## config.mk

```make
export PLATFORM = sky130hd
export DESIGN_NAME = sw_debounce
export DESIGN_NICKNAME = d
export VERILOG_FILES = /design/src/rtl/board_io_pkg.sv /design/src/rtl/sw_debounce_bit.sv /design/src/rtl/sw_debounce.sv
export SDC_FILE = /design/constraint.sdc
export NUM_CORES = 1
export LEC_CHECK = 0
export ABC_CLOCK_PERIOD_IN_PS = 4300
export CORE_MARGIN = 3
export CORE_UTILIZATION = 45
export DETAILED_ROUTE_END_ITERATION = 8
export PLACE_DENSITY = 0.74
export SLEW_MARGIN = 0
export SYNTH_ARGS = -nofsm -noshare
export SYNTH_HDL_FRONTEND = slang
export SYNTH_SLANG_ARGS = --single-unit
```

## constraint.sdc

```tcl
create_clock -name clk -period 4.3 [get_ports clk]
set_clock_uncertainty 0.05 [all_clocks]
set_input_delay 0.86 -clock clk [delete_from_list [all_inputs] [get_ports clk]]
set_output_delay 0.86 -clock clk [all_outputs]
set_load 0.02 [all_outputs]
```

## src/rtl/board_io_pkg.sv

```systemverilog
// Shared definitions for the lab-board input conditioning blocks.
package board_io_pkg;

    // Per-bit debounce state encoding.
    typedef enum logic [1:0] {
        ST_LOW    = 2'd0,
        ST_CHK_HI = 2'd1,
        ST_HIGH   = 2'd2,
        ST_CHK_LO = 2'd3
    } db_state_t;

    // Board clock and the settle time a mechanical contact needs.
    localparam int BOARD_CLK_HZ = 50_000_000;
    localparam int DEBOUNCE_MS  = 20;

    // 20 ms at 50 MHz = 1,000,000 cycles; a 20-bit counter covers it.
    localparam int DEFAULT_STABLE_CYCLES = (BOARD_CLK_HZ / 1000) * DEBOUNCE_MS;
    localparam int DEFAULT_CNT_W         = 20;

endpackage

```

## src/rtl/sw_debounce_bit.sv

```systemverilog
// Single-bit debouncer: two-flop synchronizer, qualification FSM and
// stability counter. The debounced level and edge pulses are registered.
module sw_debounce_bit
    import board_io_pkg::*;
#(
    parameter int STABLE_CYCLES = DEFAULT_STABLE_CYCLES,
    parameter int CNT_W         = DEFAULT_CNT_W
) (
    input  logic clk,
    input  logic rst,
    input  logic i_sw,
    output logic o_level,
    output logic o_rise,
    output logic o_fall
);

    // Count value on the cycle that completes qualification.
    localparam logic [CNT_W-1:0] LP_CNT_LAST = CNT_W'(STABLE_CYCLES - 1);

    logic             r_sync_q1;
    logic             r_sync_q2;
    db_state_t        r_state;
    logic [CNT_W-1:0] r_cnt;
    logic             r_level;
    logic             r_rise;
    logic             r_fall;

    db_state_t        w_state_nxt;
    logic [CNT_W-1:0] w_cnt_nxt;
    logic             w_level_nxt;
    logic             w_rise_nxt;
    logic             w_fall_nxt;

    // Bring the asynchronous pin into the clk domain before anything looks at it.
    always_ff @(posedge clk or posedge rst) begin
        if (rst) begin
            r_sync_q1 <= 1'b0;
            r_sync_q2 <= 1'b0;
        end else begin
            // NOTE: non-blocking so q2 takes the old q1, giving two real flop stages.
            r_sync_q1 <= i_sw;
            r_sync_q2 <= r_sync_q1;
        end
    end

    // State, counter and registered outputs.
    always_ff @(posedge clk or posedge rst) begin
        if (rst) begin
            r_state <= ST_LOW;
            r_cnt   <= '0;
            r_level <= 1'b0;
            r_rise  <= 1'b0;
            r_fall  <= 1'b0;
        end else begin
            r_state <= w_state_nxt;
            r_cnt   <= w_cnt_nxt;
            r_level <= w_level_nxt;
            r_rise  <= w_rise_nxt;
            r_fall  <= w_fall_nxt;
        end
    end

    // Next-state logic: a new value must hold for STABLE_CYCLES to be accepted.
    always_comb begin
        // NOTE: every output gets a default first so no path can infer a latch.
        w_state_nxt = r_state;
        w_cnt_nxt   = '0;
        w_level_nxt = r_level;
        w_rise_nxt  = 1'b0;
        w_fall_nxt  = 1'b0;

        case (r_state)
            ST_LOW: begin
                if (r_sync_q2) begin
                    w_state_nxt = ST_CHK_HI;
                end
            end

            ST_CHK_HI: begin
                if (!r_sync_q2) begin
                    // Bounced back before qualifying: drop silently.
                    w_state_nxt = ST_LOW;
                end else if (r_cnt == LP_CNT_LAST) begin
                    w_state_nxt = ST_HIGH;
                    w_level_nxt = 1'b1;
                    w_rise_nxt  = 1'b1;
                end else begin
                    w_cnt_nxt = r_cnt + 1'b1;
                end
            end

            ST_HIGH: begin
                if (!r_sync_q2) begin
                    w_state_nxt = ST_CHK_LO;
                end
            end

            ST_CHK_LO: begin
                if (r_sync_q2) begin
                    w_state_nxt = ST_HIGH;
                end else if (r_cnt == LP_CNT_LAST) begin
                    w_state_nxt = ST_LOW;
                    w_level_nxt = 1'b0;
                    w_fall_nxt  = 1'b1;
                end else begin
                    w_cnt_nxt = r_cnt + 1'b1;
                end
            end

            default: begin
                w_state_nxt = ST_LOW;
            end
        endcase
    end

    assign o_level = r_level;
    assign o_rise  = r_rise;
    assign o_fall  = r_fall;

endmodule

```

## src/rtl/sw_debounce.sv

```systemverilog
// Debounces WIDTH independent switch/button inputs. Each bit yields a clean
// level plus one-cycle rise/fall pulses aligned with the level change.
module sw_debounce
    import board_io_pkg::*;
#(
    parameter int WIDTH         = 4,
    parameter int STABLE_CYCLES = DEFAULT_STABLE_CYCLES,
    parameter int CNT_W         = DEFAULT_CNT_W
) (
    input  logic             clk,
    input  logic             rst,
    input  logic [WIDTH-1:0] sw,
    output logic [WIDTH-1:0] sw_level,
    output logic [WIDTH-1:0] sw_rise,
    output logic [WIDTH-1:0] sw_fall
);

    // One fully independent debouncer per bit; no arbitration between bits.
    for (genvar gi = 0; gi < WIDTH; gi++) begin : g_bit
        sw_debounce_bit #(
            .STABLE_CYCLES (STABLE_CYCLES),
            .CNT_W         (CNT_W)
        ) u_bit (
            .clk     (clk),
            .rst     (rst),
            .i_sw    (sw[gi]),
            .o_level (sw_level[gi]),
            .o_rise  (sw_rise[gi]),
            .o_fall  (sw_fall[gi])
        );
    end

endmodule
```

== Word level (Yosys, flattened, before mapping) ==
Index checks and enable logic that the tools add are counted.
Word-level totals
  output and inout port bits: 12
  ROM bits: 0
  memories kept: 0
  memory bits (writable): 0
  bits in latches: 0
  input bits: 6
  register bits: 108
Operators by class
  equal/unequal tests: 48
  add/subtract/negate cells: 4
  shift operators: 0
  reduce and logical (&&, ||, !) cells: 16
  bitwise operators: 0
  multipliers: 0
  divide/modulo/power cells: 0
  mux-type cells: 84
  $lt $le $gt $ge: 0
Operators with widths (count)
  $mux W20: 12
  $pmux W20 S2: 4
  $add A20 B1 Y20 const B: 4
  $eq A20 B20 Y1 const B: 4
  $mux W2: 24
  $mux W1: 36
  $ne A2 B1 Y1 const B: 16
  $pmux W2 S4: 4
  $reduce_and A5 Y1: 4
  $eq A2 B2 Y1 const B: 8
  $ne A2 B2 Y1 const B: 8
  $reduce_and A4 Y1: 4
  $ne A3 B1 Y1 const B: 4
  $ne A3 B3 Y1 const B: 4
  $eq A2 B1 Y1 const B: 4
  $logic_not A2 Y1: 4
  $pmux W1 S2: 4
  $reduce_bool A2 Y1: 4

== Depth between registers and ports, before layout ==
Gate-level depths: netlist (run 1).
  depth in word-level cells: 4
  depth in mapped cells: 6
  depth with buffers taken out: 5

== Modules after synthesis ==
A second synthesis (run 1) with hierarchy kept.
Second synthesis, totals
  cell total of the unflattened synthesis: 501
  area, all modules: 5190.0 µm²
By module, submodules not included
  sw_debounce_bit at g_bit[1].u_bit ...: cells each 124, instances 2, area each 1278.7 µm²
  sw_debounce_bit at g_bit[3].u_bit: cells each 130, instances 1, area each 1382.6 µm²
  sw_debounce_bit at g_bit[0].u_bit: cells each 123, instances 1, area each 1249.9 µm²

== Least setup slack after synthesis (run 1) ==
OpenSTA, ideal clock, no wires.
  path type: register to register
  start: reg g_bit[2].u_bit.r_cnt[0]
  end: reg g_bit[2].u_bit.r_cnt[18]
  path slack: 2.218 ns
  required time: 4.177 ns
  stages on the path, launching flop included: 7
  buffers on the path: 1
  arrival time: 1.959 ns
  library setup time: 0.073 ns
  cells stage by stage: dfrtp_1 ha_1 nand3_4 or4_1 buf_2 or4_4 a21oi_2
On the way
  word-level cells in the longest chain between the ends: 4
  elaborated cells on any way between the ends: 6
  classes of those cells: add/sub (1); eq/ne (1); mux (4)
Ends and longest elaborated chain
  from (decl): RTL line sw_debounce_bit.sv:23  | logic [CNT_W-1:0] r_cnt;
  from (signal assigned): RTL line sw_debounce_bit.sv:56  | r_cnt <= w_cnt_nxt;
  $add A20 B1 Y20 / $eq A20 B20 Y1 (equally long branches)
  $mux W20 (*): RTL line sw_debounce_bit.sv:83, sw_debounce_bit.sv:101
  $mux W20, on equally long branches: RTL line sw_debounce_bit.sv:99, sw_debounce_bit.sv:80
  $pmux W20 S2 (*): RTL line sw_debounce_bit.sv:72  | case (r_state)
  named net g_bit[2].u_bit.w_cnt_nxt[18]: RTL line sw_debounce_bit.sv:29  | logic [CNT_W-1:0] w_cnt_nxt;
The timed path passes the listed nets; every way through them passes the cells marked *.
A chain may end at the register's enable or synchronous reset.

== Worst setup path after layout (run 1) ==
  start: reg g_bit[1].u_bit.r_level
  end: out sw_level[1]
RTL lines
  from (decl): RTL line sw_debounce_bit.sv:24  | logic r_level;
  from (signal assigned): RTL line sw_debounce_bit.sv:57  | r_level <= w_level_nxt;
  to (decl): RTL line sw_debounce.sv:13  | output logic [WIDTH-1:0] sw_level,
No word-level cell between the ends.

==> impl_metrics.tcl, run 1 <==
set metrics [dict create \
    rsz0062_at_grt "false" \
    clk_latency_ns 0.34 \
    dp_slack_ns 1.96 \
    cts-root-buf "clkbuf_16" \
    drt_iter0_drc 240 \
    wire_per_inst_um 14.2 \
    cp_max_fo 3 \
    antenna_found_initial 0 \
    ys_async_sr_fraction 1.00 \
    hpwl_mm 6.33 \
    fin_ws_ns 2.01 \
    globalplace.congestion 0.810 \
    whs_ns 0.298 \
    max_cap_viol_count 0 \
    cts_tree "done" \
    vias 3650 \
    start_kind "flip-flop" \
    start_util 0.465 \
    cp-end-kind "output pin" \
    tns_ns 0 \
    synth_compound_area_frac 0.0755 \
    avgSynthCellArea_um2 10.0 \
    fp.dieH_um 112 \
    drive_above_1_share 0.0520 \
    fin_crit_sh 0.533 \
    drc 0 \
    vias_per_cell 5.54 \
    required_ns 3.39 \
    ys_seq_area_frac 0.530 \
    clock_sinks 108 \
    slew-limit-headroom 0.437 \
    grt_pass1_vias 3695 \
    n_antenna_cell 0 \
    setup_violations 0 \
    crit_path_max_incr_delay_ns 0.63 \
    crit_family "buffers and inverters" \
    synth.cell_area_um2 5100 \
    synth-seq-cells 108 \
    yosysWarnings 0 \
    worstMarginPinSlew_ns 0.844 \
    cp.depth 1 \
    clk_pin_slew_ns 0.07 \
    grt_pass1_wl_mm 16.6 \
    reg2reg_to "g_bit[0].u_bit.r_cnt[18]$_DFF_PP0_" \
    synthAdderAreaFrac 0.00981 \
    cts_max_level 3 \
    synth_top_family_by_area "simple AND/OR/NAND/NOR gates" \
    hold_class "flip-flop to flip-flop" \
    routed_wl_mm 9.34 \
    die_w_um 112 \
    syn_nets 519 \
    dieArea_um2 12700 \
    cts_hold_buf 0 \
    synth.mux.area_fraction 0.00221 \
    cts_made_buffers 9 \
    clockBufferDepth 2 \
    syn_to_final_growth_pct 10.2 \
    r2r_setup_slack_ns 2.08 \
    post_cts_resized 0 \
    fmax_mhz 436 \
    port_buffers 17 \
    post_cts_buffers 0 \
    grt_max_degree 70 \
    drtAntennaViolNets 0 \
    core_um2 11000 \
    path_cells "clkdlybuf4s50_1" \
    final_nets 524 \
    cp_num_buf_inv 1 \
    power_density_nw_per_um2 338 \
    slew_viol_final 0 \
    setup.worst_path.start "g_bit[1].u_bit.o_level$_DFFE_PP0P_" \
    dr.pass1.iters 4 \
    synth-simple-area-share 0.249 \
    finalHoldViolations 0 \
    r2r-start "g_bit[0].u_bit.r_cnt[0]$_DFF_PP0_" \
    worstRegToRegCells 5 \
    cp.arrival_ns 1.38 \
    postSynthCellCount 509 \
    grt.overflow.total 0 \
    ir_worst_vdd_uv 272 \
    status "finished clean" \
    grt_usage 0.157 \
    path_class "flip-flop to output pin" \
    synth_top_flop_cell "dfrtp_1" \
    ioPinCount 18 \
    yosysUniqueCellTypes 44 \
    rows 38 \
    critPathCapture "sw_level[1]" \
    synth_xor_area_frac 0.0910 \
    synth_edf_count 0 \
    min_period_ns 2.29 \
    slowest_stage "clkdlybuf4s50_1" \
    leakagePower_nw 2.19 \
]
cells by family (layout without fill, tap and decap cells):
| kind of cell | count (synthesis) | after routing |
|---|---|---|
| AOI/OAI and AO/OA | 65 | 65 |
| xor gates and xnor gates | 53 | 53 |
| adders and majority gates | 4 | 4 |
| buffers and inverters | 45 | 55 |
| DFF | 108 | 108 |
| muxes | 1 | 1 |
| and+or+nand+nor | 233 | 233 |
sequential cells by signal (all words and copies together), names as in the netlist, named ones only:
name,count
g_bit.u_bit.r_cnt,80
g_bit.u_bit.o_fall,4
g_bit.u_bit.o_level,4
g_bit.u_bit.o_rise,4
g_bit.u_bit.r_state,4
g_bit.u_bit.r_sync_q1,4
g_bit.u_bit.r_sync_q2,4
power by group:
part	switching (W)	leakage (nW)	total, W	internal [W]
logic	0.0000372	0.567	0.0000493	0.0000121
registers	0.00000859	1.48	0.00103	0.00102
clock network	0.000366	0.142	0.000818	0.000452
total	0.000412	2.19	0.00190	0.00149
metrics by stage:
step / area, um2 / std cells / power [W] / utilization
6_report: 5620 / 659 / 0.00190 / 0.512
5_1_grt: 5620 / 659 / 0.00197 / 0.512
4_1_cts: 5620 / 659 / 0.00192 / 0.512
3_5_place_dp: 5330 / 643 / 0.00110 / 0.485
3_3_place_gp: 5330 / 643 / 0.00110 / 0.485
2_1_floorplan: 5100 / 509 / 0.00109 / -
layout by cell type (no fill, tap or decap), types with 2 or more instances in the layout:
| cell type | n |
|---|---|
| a211o_1 | 3 |
| a21boi_0 | 3 |
| a21o_1 | 3 |
| a21oi_1 | 23 |
| and2_1 | 8 |
| and3_1 | 5 |
| and4_1 | 4 |
| buf_4 | 3 |
| clkbuf_16 | 9 |
| clkdlybuf4s50_1 | 17 |
| clkinv_2 | 2 |
| clkinv_4 | 2 |
| dfrtp_1 | 108 |
| ha_1 | 4 |
| inv_1 | 18 |
| nand2_1 | 27 |
| nand3_1 | 30 |
| nand4_1 | 15 |
| nor2_1 | 64 |
| nor2b_1 | 2 |
| nor3_1 | 10 |
| nor3b_1 | 6 |
| nor4_1 | 17 |
| nor4b_1 | 2 |
| nor4bb_1 | 2 |
| o21ai_0 | 21 |
| o31ai_1 | 8 |
| or3_1 | 16 |
| or4_1 | 15 |
| xnor2_1 | 36 |
| xor2_1 | 17 |
worst min-delay path by stage:
| stage | start | end | slack, ns | cells after the start |
|---|---|---|---|---|
| after CTS | g_bit[3].u_bit.r_sync_q1$_DFF_PP0_ | g_bit[3].u_bit.r_sync_q2$_DFF_PP0_ | 0.30 | 0 |
| after global routing | g_bit[2].u_bit.r_sync_q1$_DFF_PP0_ | g_bit[2].u_bit.r_sync_q2$_DFF_PP0_ | 0.32 | 0 |
| after floorplan | g_bit[0].u_bit.r_sync_q1$_DFF_PP0_ | g_bit[0].u_bit.r_sync_q2$_DFF_PP0_ | 0.28 | 0 |
| after detailed placement | g_bit[3].u_bit.r_sync_q1$_DFF_PP0_ | g_bit[3].u_bit.r_sync_q2$_DFF_PP0_ | 0.29 | 0 |
| final | g_bit[3].u_bit.r_sync_q1$_DFF_PP0_ | g_bit[3].u_bit.r_sync_q2$_DFF_PP0_ | 0.30 | 0 |
| after global placement | g_bit[3].u_bit.r_sync_q1$_DFF_PP0_ | g_bit[3].u_bit.r_sync_q2$_DFF_PP0_ | 0.29 | 0 |
per-layer routing:
metal	vias up	wire length, um	global-route usage
li1	1788	-	-
met5	-	0	0
met4	0	88	0.0473
met2	45	4680	0.269
met1	1812	4300	0.197
met3	5	278	0.0415
synth_stat cells (all sizes together), types with 3 or more instances:
cell type  instances  area, um2
a211o              3       26.3
a21boi             3       22.5
a21o               3       22.5
a21oi             24        124
and2               8       50.1
and3               5       31.3
and4               4       35.0
buf               15        105
clkbuf            11       41.3
dfrtp            108       2700
ha                 4       50.1
inv               19       71.3
nand2             27        101
nand3             32        178
nand4             16        106
nor2              64        240
nor3              10       50.1
nor3b              6       45.0
nor4              17        106
o21ai             21        105
o31ai              8       60.1
or3               16        100
or4               16        124
xnor2             36        315
xor2              17        149
area by class of cell:
cell class,count,area (um2)
tap,140,175
timing repair buffer,20,193
clock inverter,6,65.1
sequential,108,2700
multi-input combinational,356,2180
clock buffer,10,229
fill,974,5360
inverter,19,73.8
Note: power is estimated with default switching activity, not from simulation.
==> run 2, diff against run 1 <==
ABC_CLOCK_PERIOD_IN_PS = 2400   (was 4300)
clock period = 2.4 ns   (was 4.3 ns; I/O delays follow)
==> impl_metrics.tcl, run 2 (same netlist as run 1, synthesis figures left out) <==
set metrics [dict create \
    cts_hold_buf 0 \
    r2r_setup_slack_ns 0.18 \
    rows 38 \
    drt_iter0_drc 226 \
    whs_path_depth 0 \
    worstMarginPinSlew_ns 0.549 \
    rsz0062_at_grt "false" \
    routed_wl_mm 8.93 \
    grt_usage 0.152 \
    power_density_nw_per_um2 593 \
    cts_made_buffers 9 \
    grt.overflow.total 0 \
    fp.dieH_um 112 \
    die_w_um 112 \
    wire_per_inst_um 13.5 \
    slew_viol_final 0 \
    clockBufferDepth 2 \
    hold_path_end "g_bit[2].u_bit.r_sync_q2$_DFF_PP0_" \
    port_buffers 17 \
    drive_above_1_share 0.0594 \
    n_antenna_cell 0 \
    final_common_cell "dfrtp_1" \
    finalPower_w 0.00335 \
    post_cts_resized 0 \
    core_um2 11000 \
    vias 3575 \
    cp.arrival_ns 2.45 \
    hp-start "g_bit[2].u_bit.r_sync_q1$_DFF_PP0_" \
    setup_violations 0 \
    max_cap_viol_count 0 \
    stdcell_count 662 \
    slowest_stage "or4_1" \
    tns_ns 0 \
    slew-limit-headroom 0.634 \
    syn_to_final_growth_pct 10.6 \
    ir_worst_vdd_uv 555 \
    dr.pass1.iters 4 \
    path_cells "ha_1 -> nand3_4 -> or4_1 -> or4_4 -> a21oi_2" \
    cp_max_fo 7 \
    fin_util 0.514 \
    cts-root-buf "clkbuf_16" \
    start_util 0.465 \
    cts_tree "done" \
    status "finished clean" \
    hold_class "flip-flop to flip-flop" \
    required_ns 2.63 \
    largest_reg_flops 80 \
    fmax_mhz 450 \
    drtAntennaViolNets 0 \
    dieArea_um2 12700 \
    final_cell_mix "108 x dfrtp_1, 64 x nor2_1, 36 x xnor2_1" \
    path_class "flip-flop to flip-flop" \
    grt_max_degree 109 \
    r2r-start "g_bit[2].u_bit.r_cnt[0]$_DFF_PP0_" \
    leakagePower_nw 2.19 \
    clk_latency_ns 0.35 \
    crit_path_max_incr_delay_ns 0.66 \
    hpwl_mm 5.93 \
    grt_pass1_vias 3573 \
    final_nets 527 \
    vias_per_cell 5.40 \
    top_register "g_bit.u_bit.r_cnt" \
    clk_pin_slew_ns 0.07 \
    reg2reg_to "g_bit[2].u_bit.r_cnt[18]$_DFF_PP0_" \
    grt_pass1_wl_mm 16.0 \
    drc 0 \
    globalplace.congestion 0.805 \
    clock_sinks 108 \
    dp_cells 646 \
    min_period_ns 2.22 \
    finalHoldViolations 0 \
    fin_crit_sh 0.926 \
    post_cts_buffers 0 \
    antenna_found_initial 0 \
    cts_max_level 3 \
    ioPinCount 18 \
    start_kind "flip-flop" \
    cp-end-kind "flip-flop" \
    worstRegToRegCells 5 \
]
==> run 2: cell types whose count changed in the layout (fill, tap and decap cells not counted), moves of 2 or more <==
cell	delta
clkinvlp_4	+3
buf_4	+2
inv_6	+3
clkinv_2	-2
==> run 2: worst max-delay path by stage <==
stage | from | to
final | g_bit[2].u_bit.r_cnt[0]$_DFF_PP0_ | g_bit[2].u_bit.r_cnt[18]$_DFF_PP0_
after global routing | g_bit[2].u_bit.r_cnt[0]$_DFF_PP0_ | g_bit[2].u_bit.r_cnt[18]$_DFF_PP0_
after CTS | g_bit[2].u_bit.r_cnt[0]$_DFF_PP0_ | g_bit[2].u_bit.r_cnt[18]$_DFF_PP0_
after detailed placement | g_bit[2].u_bit.r_cnt[0]$_DFF_PP0_ | g_bit[2].u_bit.r_cnt[18]$_DFF_PP0_
after global placement | g_bit[2].u_bit.r_cnt[0]$_DFF_PP0_ | g_bit[2].u_bit.r_cnt[18]$_DFF_PP0_
after floorplan | g_bit[2].u_bit.r_cnt[0]$_DFF_PP0_ | g_bit[2].u_bit.r_cnt[18]$_DFF_PP0_
==> run 2: cell type report <==
class                      count  area [um2]
sequential                   108        2700
inverter                      19        75.1
fill                         958        5340
timing repair buffer          23         228
clock inverter                 7        57.6
multi-input combinational    356        2180
tap                          140         175
clock buffer                   9         225
==> run 2: routing by layer <==
metal	track usage	wire length, um	vias up
met5	0	0	-
met3	0.0426	265	7
li1	-	-	1804
met4	0.0441	76	0
met2	0.258	4380	33
met1	0.190	4210	1731
==> run 2: critical path, delay by kind of cell (launching register included) <==
family / cells / cell delay, ns
compound gates: 1 / 0.15
simple gates: 3 / 1.32
fa+ha+maj: 1 / 0.24
flops: 1 / 0.39
==> run 2: through the flow <==
step / setup slack (ns) / instance area [um2] / hold slack (ns)
global placement: 0.258 / 5360 / 0.282
finish: 0.179 / 5650 / 0.300
floorplan: 0.318 / 5110 / 0.281
CTS: 0.181 / 5650 / 0.302
detailed placement: 0.208 / 5360 / 0.286
global route: 0.0809 / 5650 / 0.303
==> run 2: report_power, final <==
group          switching (W)  internal, W  total [W]
logic              0.0000664    0.0000263  0.0000927
registers          0.0000146      0.00183    0.00185
clock network       0.000688     0.000717    0.00140
